===== src/rtl/cpu_ctrl.sv =====
`default_nettype none
// ============================================================================
//  Module   : cpu_ctrl
//  Brief    : Moore control unit for the 16-register CPU. Fetches a 16-bit
//             instruction into the IR, then sequences the register-file
//             ports, W-data source mux, ALU select and data-memory strobes.
//  Revision : 1.0 - initial release
// ============================================================================
module cpu_ctrl #(
    parameter int              PC_W     = 16,
    parameter logic [PC_W-1:0] RESET_PC = '0
) (
    input  logic            clk,
    input  logic            rst,
    input  logic [15:0]     I_data,
    output logic            I_rd,
    output logic [PC_W-1:0] PC,
    output logic [7:0]      D_addr,
    output logic            D_rd,
    output logic            D_wr,
    output logic [7:0]      RF_W_data,
    output logic [1:0]      RF_s,
    output logic [3:0]      RF_W_addr,
    output logic            RF_W_wr,
    output logic [3:0]      RF_Rp_addr,
    output logic            RF_Rp_rd,
    output logic [3:0]      RF_Rq_addr,
    output logic            RF_Rq_rd,
    input  logic            RF_Rp_zero,
    output logic [1:0]      alu_s
);

    // Opcodes held in IR[15:12]
    localparam logic [3:0] c_OP_LOAD  = 4'b0000;
    localparam logic [3:0] c_OP_STORE = 4'b0001;
    localparam logic [3:0] c_OP_ADD   = 4'b0010;
    localparam logic [3:0] c_OP_LOADC = 4'b0011;
    localparam logic [3:0] c_OP_SUB   = 4'b0100;
    localparam logic [3:0] c_OP_JMPZ  = 4'b0101;

    // W-data source select and ALU operation codes
    localparam logic [1:0] c_SRC_ALU   = 2'b00;
    localparam logic [1:0] c_SRC_DMEM  = 2'b01;
    localparam logic [1:0] c_SRC_CONST = 2'b10;
    localparam logic [1:0] c_ALU_PASS  = 2'b00;
    localparam logic [1:0] c_ALU_ADD   = 2'b01;
    localparam logic [1:0] c_ALU_SUB   = 2'b10;

    localparam logic [PC_W-1:0] c_PC_ONE = PC_W'(1);

    // Binary-encoded states; encodings 10..15 are unreachable
    typedef enum logic [3:0] {
        ST_INIT     = 4'd0,
        ST_FETCH    = 4'd1,
        ST_DECODE   = 4'd2,
        ST_LOAD     = 4'd3,
        ST_STORE    = 4'd4,
        ST_ADD      = 4'd5,
        ST_SUB      = 4'd6,
        ST_LOADC    = 4'd7,
        ST_JMPZ     = 4'd8,
        ST_JMPZ_JMP = 4'd9
    } state_t;

    state_t          r_state;
    state_t          w_next;
    logic [PC_W-1:0] r_pc;
    logic [15:0]     r_ir;

    logic [3:0]      w_op;
    logic [3:0]      w_ra;
    logic [3:0]      w_rb;
    logic [3:0]      w_rc;
    logic [7:0]      w_imm;
    logic [PC_W-1:0] w_imm_sext;
    logic [PC_W-1:0] w_jmp_target;

    assign w_op  = r_ir[15:12];
    assign w_ra  = r_ir[11:8];
    assign w_rb  = r_ir[7:4];
    assign w_rc  = r_ir[3:0];
    assign w_imm = r_ir[7:0];

    // PC already points one past the JMPZ, so subtract one to land on
    // JMPZ address + signed offset.
    assign w_imm_sext   = {{(PC_W-8){w_imm[7]}}, w_imm};
    assign w_jmp_target = r_pc + w_imm_sext - c_PC_ONE;

    assign PC = r_pc;

    // State, PC and IR registers; reset wins over every transition
    always_ff @(posedge clk) begin
        if (rst) begin
            r_state <= ST_INIT;
            r_pc    <= RESET_PC;
            r_ir    <= '0;
        end else begin
            r_state <= w_next;
            if (r_state == ST_FETCH) begin
                r_ir <= I_data;
                r_pc <= r_pc + c_PC_ONE;
            end else if (r_state == ST_JMPZ_JMP) begin
                r_pc <= w_jmp_target;
            end
        end
    end

    // Next-state and Moore output decode; everything defaults to zero
    always_comb begin
        w_next     = ST_INIT;
        I_rd       = 1'b0;
        D_addr     = '0;
        D_rd       = 1'b0;
        D_wr       = 1'b0;
        RF_W_data  = '0;
        RF_s       = c_SRC_ALU;
        RF_W_addr  = '0;
        RF_W_wr    = 1'b0;
        RF_Rp_addr = '0;
        RF_Rp_rd   = 1'b0;
        RF_Rq_addr = '0;
        RF_Rq_rd   = 1'b0;
        alu_s      = c_ALU_PASS;

        case (r_state)
            ST_INIT: begin
                w_next = ST_FETCH;
            end
            ST_FETCH: begin
                I_rd   = 1'b1;
                w_next = ST_DECODE;
            end
            ST_DECODE: begin
                case (w_op)
                    c_OP_LOAD:  w_next = ST_LOAD;
                    c_OP_STORE: w_next = ST_STORE;
                    c_OP_ADD:   w_next = ST_ADD;
                    c_OP_LOADC: w_next = ST_LOADC;
                    c_OP_SUB:   w_next = ST_SUB;
                    c_OP_JMPZ:  w_next = ST_JMPZ;
                    default:    w_next = ST_FETCH;
                endcase
            end
            ST_LOAD: begin
                D_addr    = w_imm;
                D_rd      = 1'b1;
                RF_s      = c_SRC_DMEM;
                RF_W_addr = w_ra;
                RF_W_wr   = 1'b1;
                w_next    = ST_FETCH;
            end
            ST_STORE: begin
                D_addr     = w_imm;
                D_wr       = 1'b1;
                RF_Rp_addr = w_ra;
                RF_Rp_rd   = 1'b1;
                w_next     = ST_FETCH;
            end
            ST_ADD, ST_SUB: begin
                RF_Rp_addr = w_rb;
                RF_Rp_rd   = 1'b1;
                RF_Rq_addr = w_rc;
                RF_Rq_rd   = 1'b1;
                alu_s      = (r_state == ST_ADD) ? c_ALU_ADD : c_ALU_SUB;
                RF_s       = c_SRC_ALU;
                RF_W_addr  = w_ra;
                RF_W_wr    = 1'b1;
                w_next     = ST_FETCH;
            end
            ST_LOADC: begin
                RF_W_data = w_imm;
                RF_s      = c_SRC_CONST;
                RF_W_addr = w_ra;
                RF_W_wr   = 1'b1;
                w_next    = ST_FETCH;
            end
            ST_JMPZ: begin
                RF_Rp_addr = w_ra;
                RF_Rp_rd   = 1'b1;
                alu_s      = c_ALU_PASS;
                w_next     = RF_Rp_zero ? ST_JMPZ_JMP : ST_FETCH;
            end
            ST_JMPZ_JMP: begin
                w_next = ST_FETCH;
            end
            default: begin
                w_next = ST_INIT;
            end
        endcase
    end

endmodule
`default_nettype wire

===== config.mk =====
export PLATFORM = sky130hd
export DESIGN_NAME = cpu_ctrl
export DESIGN_NICKNAME = d
export VERILOG_FILES = /design/src/rtl/cpu_ctrl.sv
export SDC_FILE = /design/constraint.sdc
export NUM_CORES = 1
export LEC_CHECK = 0
export CAP_MARGIN = 20
export CORE_MARGIN = 2
export CORE_UTILIZATION = 50
export CTS_BUF_LIST = sky130_fd_sc_hd__clkbuf_16
export CTS_CLUSTER_DIAMETER = 150
export DETAILED_ROUTE_END_ITERATION = 8
export MAX_ROUTING_LAYER = met4
export PLACE_DENSITY_LB_ADDON = 0.08
export SLEW_MARGIN = 20
export SYNTH_ARGS = -nofsm -noshare
export SYNTH_HDL_FRONTEND = slang
export SYNTH_SLANG_ARGS = --single-unit

===== constraint.sdc =====
create_clock -name clk -period 5.2 [get_ports clk]
set_input_delay 0.78 -clock clk [delete_from_list [all_inputs] [get_ports clk]]
set_output_delay 0.78 -clock clk [all_outputs]
set_load 0.03 [all_outputs]

==> results of run 1 <==
[flip-flops by register name, indices dropped and copies added, names as in the netlist]
name     flops
PC          16
r_ir        16
r_state      4
[synthesized netlist by cell type (2+ instances only)]
cell type / n / area (um2)
nand4_1: 4 / 25.02
or2_2: 2 / 12.51
nand3_1: 10 / 50.05
a221oi_1: 3 / 26.28
and2_1: 5 / 31.28
a21oi_1: 47 / 235.2
a21o_1: 6 / 45.04
or3_1: 4 / 25.02
clkbuf_1: 11 / 41.29
or4_1: 3 / 22.52
nor3_1: 17 / 85.08
xnor2_1: 11 / 96.34
nor2_1: 43 / 161.4
buf_2: 4 / 20.02
ha_1: 30 / 375.4
a31oi_1: 5 / 31.28
and4_1: 2 / 17.52
inv_1: 56 / 210.2
o22ai_1: 4 / 25.02
a22oi_1: 4 / 30.03
nand2_1: 61 / 229.0
dfxtp_1: 36 / 720.7
a2bb2oi_1: 2 / 17.52
a211oi_1: 5 / 37.54
o21ai_0: 29 / 145.1
and3_1: 7 / 43.79
nand2b_1: 5 / 31.28
nor4_1: 5 / 31.28
buf_1: 2 / 7.510
[area by class of cell]
type / count / area (um2)
clock buffer: 5 / 125.1
timing repair buffer: 75 / 743.2
sequential: 36 / 720.7
inverter: 57 / 214.0
multi-input combinational: 334 / 2022
fill: 506 / 1924
clock inverter: 3 / 42.54
tap: 75 / 93.84
[how the worst max path moves through the flow]
| stage | cells past startpoint | to | slack, ns | from |
|---|---|---|---|---|
| finish | 6 | D_addr[1] | 1.45 | r_state[3] |
| global route | 6 | D_addr[5] | 1.29 | r_state[3] |
| CTS | 6 | D_addr[5] | 1.55 | r_state[3] |
| detailed placement | 6 | D_addr[5] | 1.87 | r_state[3] |
| global placement | 6 | D_addr[6] | 2.02 | r_state[3] |
| floorplan | 5 | D_addr[0] | 2.21 | r_state[0] |
[worst reg2reg max path, delay by kind of cell (launching register included)]
kind            cells  cell delay [ns]
simple gates        1             0.19
xor+xnor            1             0.14
buf+inv             3             0.20
compound gates      4             0.96
flops               1             0.42
fa+ha+maj           3             0.87
[kinds of logic (layout without fill, tap and decap cells)]
family          count (synthesis)  after routing
xor+xnor                       12             12
flops                          36             36
fa+ha+maj                      31             31
simple gates                  172            172
buf+inv                        76            140
mux                             1              1
compound gates                118            118
[power groups by stage]
stage	clock network [mW]	registers (mW)	logic, mW
after floorplan	0	0.437	0.768
after global placement	0	0.390	1.07
after detailed placement	0	0.392	1.09
after CTS	0.346	0.386	1.09
after global routing	0.365	0.398	1.22
final	0.345	0.389	1.10
[metal layers]
metal	vias up	track usage	wire length (um)
met4	0	0.05333	77
met2	121	0.4398	4150
met3	9	0.04505	604
li1	1669	-	-
met1	1587	0.3788	4077
met5	-	-	0
[per-stage QoR]
stage / worst slack, ns / hold slack, ns / cell area [um2]
after CTS: 1.553 / 0.4694 / 3961
after floorplan: 2.209 / 0.4449 / 3044
after detailed placement: 1.869 / 0.4616 / 3794
after global routing: 1.288 / 0.4935 / 3961
final: 1.447 / 0.4685 / 3961
after global placement: 2.024 / 0.4592 / 3794
==> results.py, run 1 <==
metrics = {
    "status": {
        "outcome": "completed",
    },
    "cts": {
        "cts_htree_levels": 2,
        "path_clk_slew_ns": 0.06,
        "cts-root-buf": "clkbuf_16",
        "cts_buffer_depth": 2,
        "clkSinkCount": 36,
        "cts_resized": 0,
        "cts_setup_buffers": 0,
        "clkLatencyLatePin_ns": 0.28,
        "holdBufCountCts": 0,
        "numCtsBuffers": 5,
        "cts_tree": "built",
    },
    "synth": {
        "ys_ff_latch": 36,
        "synthAdderAreaFrac": 0.1299,
        "synth_edf_count": 0,
        "ys_seq_area_frac": 0.2367,
        "ys_warn_count": 0,
        "synth_compound_area_frac": 0.2330,
        "syn-cell-area_mm2": 0.003044,
        "synthDistinctLibCells": 52,
        "synth_nets": 496,
        "syn_area_per_cell_um2": 6.825,
        "synth_mux_area_frac": 0.003288,
        "synth_xor_area_frac": 0.03453,
        "async_reset_ff_frac": 0,
        "synth_top_family_by_area": "simple AND/OR/NAND/NOR gates",
        "syn-instance-count": 446,
        "synth-simple-area-share": 0.2635,
        "synthFlopType": "dfxtp_1",
    },
    "pwr": {
        "p_per_area_mw_per_mm2": 462.9,
        "p_comb_frac": 0.599,
        "p_int_mw": 1.021,
        "p_seq_frac": 0.212,
        "switchingPower_uw": 812.5,
        "total_power_mw": 1.834,
        "clkPwrFrac": 0.188,
        "ir_drop_v": 0.0003595,
        "p_leak_nw": 1.559,
        "sw_frac_of_total": 0.4431,
    },
    "timing": {
        "fin_worst_skew_ns": 0.005958,
        "period_share": 0.7217,
        "slew_viol_final": 0,
        "max_slew.worst_pin.slew_ns": 0.8352,
        "rsz0062_at_grt": "false",
        "relSlewSlack": 0.4411,
        "min_period_ns": 3.753,
        "timing.fmax_mhz": 266.4,
        "setup_viol": 0,
        "finalHoldViolCount": 0,
        "tns_ns": 0,
    },
    "floorplan": {
        "chipHeight_um": 82.03,
        "coreArea_mm2": 0.005886,
        "ioPinCount": 73,
        "initial_core_util": 0.5172,
        "die_area_mm2": 0.006728,
        "die_w_um": 82.03,
        "num_rows": 28,
    },
    "worst_setup_path": {
        "cp_max_fo": 18,
        "regToRegSetupSlack_ns": 2.29,
        "critical_path.max_stage_delay_ns": 0.62,
        "crit_chain": "inv_1 > nand2_1 > nor3_1 > nor2_1 > nor2_1 > clkdlybuf4s50_1",
        "rr_worst_depth": 12,
        "path_buf_inv": 2,
        "endpoint_kind": "output pin",
        "cp_slowest_cell": "clkdlybuf4s50_1",
        "r2r-end": "PC[15]",
        "critPathArrivalTime_ns": 2.97,
        "critPathTopFamily": "simple AND/OR/NAND/NOR gates",
        "r2r_start": "PC[1]",
        "cpMostUsedCell": "nor2_1",
        "cp-start-kind": "register",
        "cp.required_ns": 4.42,
        "critPathKind": "reg2out",
    },
    "route": {
        "via_per_inst": 5.788,
        "num_vias": 3386,
        "drt_iter0_markers": 232,
        "dr.pass1.iters": 5,
        "ant_nets": 0,
        "wl_per_cell_um": 15.23,
        "drt_wl_total_um": 8909,
        "drc_errors": 0,
    },
    "place": {
        "port_buffers": 72,
        "place_inst": 577,
        "hpwlAfterDp_um": 6614,
        "gp_congestion": 0.8541,
    },
    "global_route": {
        "grt-ovfl-total": 0,
        "grt_pass1_vias": 2866,
        "antenna_found_initial": 0,
        "grt_pass1_wl_um": 14120,
        "grt_usage": 0.2787,
        "grt_max_degree": 39,
    },
    "flow_run": {
        "max-cap-violations": 0,
    },
    "final_layout": {
        "drive_above_1_share": 0.03333,
        "fin_cells": 585,
        "layout_commonest_cell": "clkdlybuf4s50_1",
        "fin_nets": 559,
        "final_util": 0.6730,
        "area_growth_pct": 30.13,
        "layout_common_cells": "clkdlybuf4s50_1, nand2_1, inv_1",
        "insertedDiodeCount": 0,
    },
    "worst_hold_path": {
        "worstHoldPathType": "reg2reg",
        "hold_end": "r_ir[3]",
        "hold_path.startpoint": "r_ir[3]",
        "hold_depth": 2,
    },
}
(Power assumes the default switching activity.)
==> inputs of run 2 (changes only) <==
--- a/config.mk
+++ b/config.mk
@@ -7,7 +7,7 @@
 export LEC_CHECK = 0
 export CAP_MARGIN = 20
 export CORE_MARGIN = 2
-export CORE_UTILIZATION = 50
+export CORE_UTILIZATION = 46
 export CTS_BUF_LIST = sky130_fd_sc_hd__clkbuf_16
 export CTS_CLUSTER_DIAMETER = 150
 export DETAILED_ROUTE_END_ITERATION = 8
==> constraint.sdc (replaced) <==
create_clock -name clk -period 3.45 [get_ports clk]
set_input_delay 0.5175 -clock clk [delete_from_list [all_inputs] [get_ports clk]]
set_output_delay 0.5175 -clock clk [all_outputs]
set_load 0.03 [all_outputs]
==> results.py, run 2 (synthesized netlist as in run 1, its figures left out) <==
metrics = {
    "route": {
        "ant_nets": 0,
        "wl_per_cell_um": 16.28,
        "via_per_inst": 5.769,
        "drc_errors": 0,
        "num_vias": 3398,
        "drt_iter0_markers": 258,
        "dr.pass1.iters": 5,
        "drt_wl_total_um": 9587,
    },
    "cts": {
        "cts_tree": "built",
        "cts_htree_levels": 2,
        "path_clk_slew_ns": 0.06,
        "cts_setup_buffers": 0,
        "cts-root-buf": "clkbuf_16",
        "clkLatencyLatePin_ns": 0.28,
        "clkSinkCount": 36,
        "numCtsBuffers": 5,
        "cts_resized": 0,
        "holdBufCountCts": 0,
        "cts_buffer_depth": 2,
    },
    "place": {
        "port_buffers": 72,
        "hpwlAfterDp_um": 7067,
        "place_inst": 581,
        "pre_cts_slack_ns": 0.6552,
        "gp_congestion": 1.014,
    },
    "pwr": {
        "p_per_area_mw_per_mm2": 700.8,
        "p_leak_nw": 1.568,
        "ir_drop_v": 0.0005402,
    },
    "timing": {
        "setup_viol": 0,
        "fin_worst_skew_ns": 0.002852,
        "period_share": 0.9252,
        "finalHoldViolCount": 0,
        "max_slew.worst_pin.slew_ns": 0.5662,
        "relSlewSlack": 0.6197,
        "tns_ns": 0,
        "timing.fmax_mhz": 313.3,
        "rsz0062_at_grt": "false",
        "min_period_ns": 3.192,
        "setup_slack_ns": 0.2579,
        "slew_viol_final": 0,
    },
    "final_layout": {
        "final_util": 0.6230,
        "seqCellArea_um2": 720.7,
        "layout_common_cells": "clkdlybuf4s50_1, nand2_1, inv_1",
        "nFillCells": 613,
        "drive_above_1_share": 0.03711,
        "fin_cells": 589,
        "fin_nets": 561,
        "area_growth_pct": 30.70,
        "multiInputGateArea_mm2": 0.002022,
        "layout_commonest_cell": "clkdlybuf4s50_1",
        "insertedDiodeCount": 0,
    },
    "status": {
        "outcome": "completed",
    },
    "floorplan": {
        "num_rows": 29,
        "die_w_um": 85.35,
        "chipHeight_um": 85.35,
        "initial_core_util": 0.4767,
        "ioPinCount": 73,
        "coreArea_mm2": 0.006386,
        "die_area_mm2": 0.007285,
    },
    "global_route": {
        "grt_max_degree": 38,
        "grt-ovfl-total": 0,
        "grt_pass1_wl_um": 15420,
        "grt_pass1_vias": 3054,
        "grt_usage": 0.2708,
        "antenna_found_initial": 0,
    },
    "flow_run": {
        "max-cap-violations": 0,
    },
    "worst_setup_path": {
        "critPathKind": "reg2out",
        "cp-start-kind": "register",
        "critPathArrivalTime_ns": 2.67,
        "cp_max_fo": 10,
        "cp.required_ns": 2.93,
        "endpoint_kind": "output pin",
    },
    "worst_hold_path": {
        "worstHoldPathType": "reg2reg",
    },
}
## run 2: cell types whose count changed in the layout (fill, tap and decap cells not counted)
cell / change
buf_4: +2
## run 2: through the flow
stage	power (mW)	hold WS (ns)	area [um2]
3_3_place_gp	2.210	0.4560	3811
2_1_floorplan	1.815	0.4449	3044
6_report	2.788	0.4798	3979
4_1_cts	2.767	0.4772	3979
5_1_grt	3.008	0.4983	3979
3_5_place_dp	2.234	0.4670	3811
## run 2: worst paths after layout
kind,start,to,slack [ns],depth (start not counted)
worst max-delay path,r_state[0],D_addr[7],0.26,5
worst min-delay path,r_ir[5],r_ir[5],0.48,2
worst max register to register,PC[1],PC[15],0.59,12
worst min register to register,r_ir[5],r_ir[5],0.48,2
## run 2: report_power, final
group	internal [mW]	switching (mW)	total [mW]	leakage [nW]
clock	0.340	0.191	0.531	0.0798
combinational	0.718	0.955	1.67	1.19
sequential	0.487	0.0983	0.585	0.295
## run 2: per-layer routing
metal / vias to the layer above / global-route usage / share of wire
li1: 1672 / - / -
met1: 1580 / 0.3678 / 0.46
met2: 135 / 0.4169 / 0.46
met3: 11 / 0.04475 / 0.068
met4: 0 / 0.07359 / 0.012
met5: - / - / 0
## run 2: area by class of cell
cell class,instances,share of cell area
multi-input cells,334,0.5082
repair buffers,77,0.1906
flip-flops and latches,36,0.1811
inverters,57,0.05377
clock buffers,5,0.03145
well taps,77,0.02421
clock inverters,3,0.01069
## run 2: worst max-delay path, cell delays in order, from the launching register on
cell and delay (ns):
dfxtp_1 0.55, nand2_1 0.32, nor3_1 0.38, nor2_1 0.24
nor2_1 0.20, clkdlybuf4s50_1 0.71
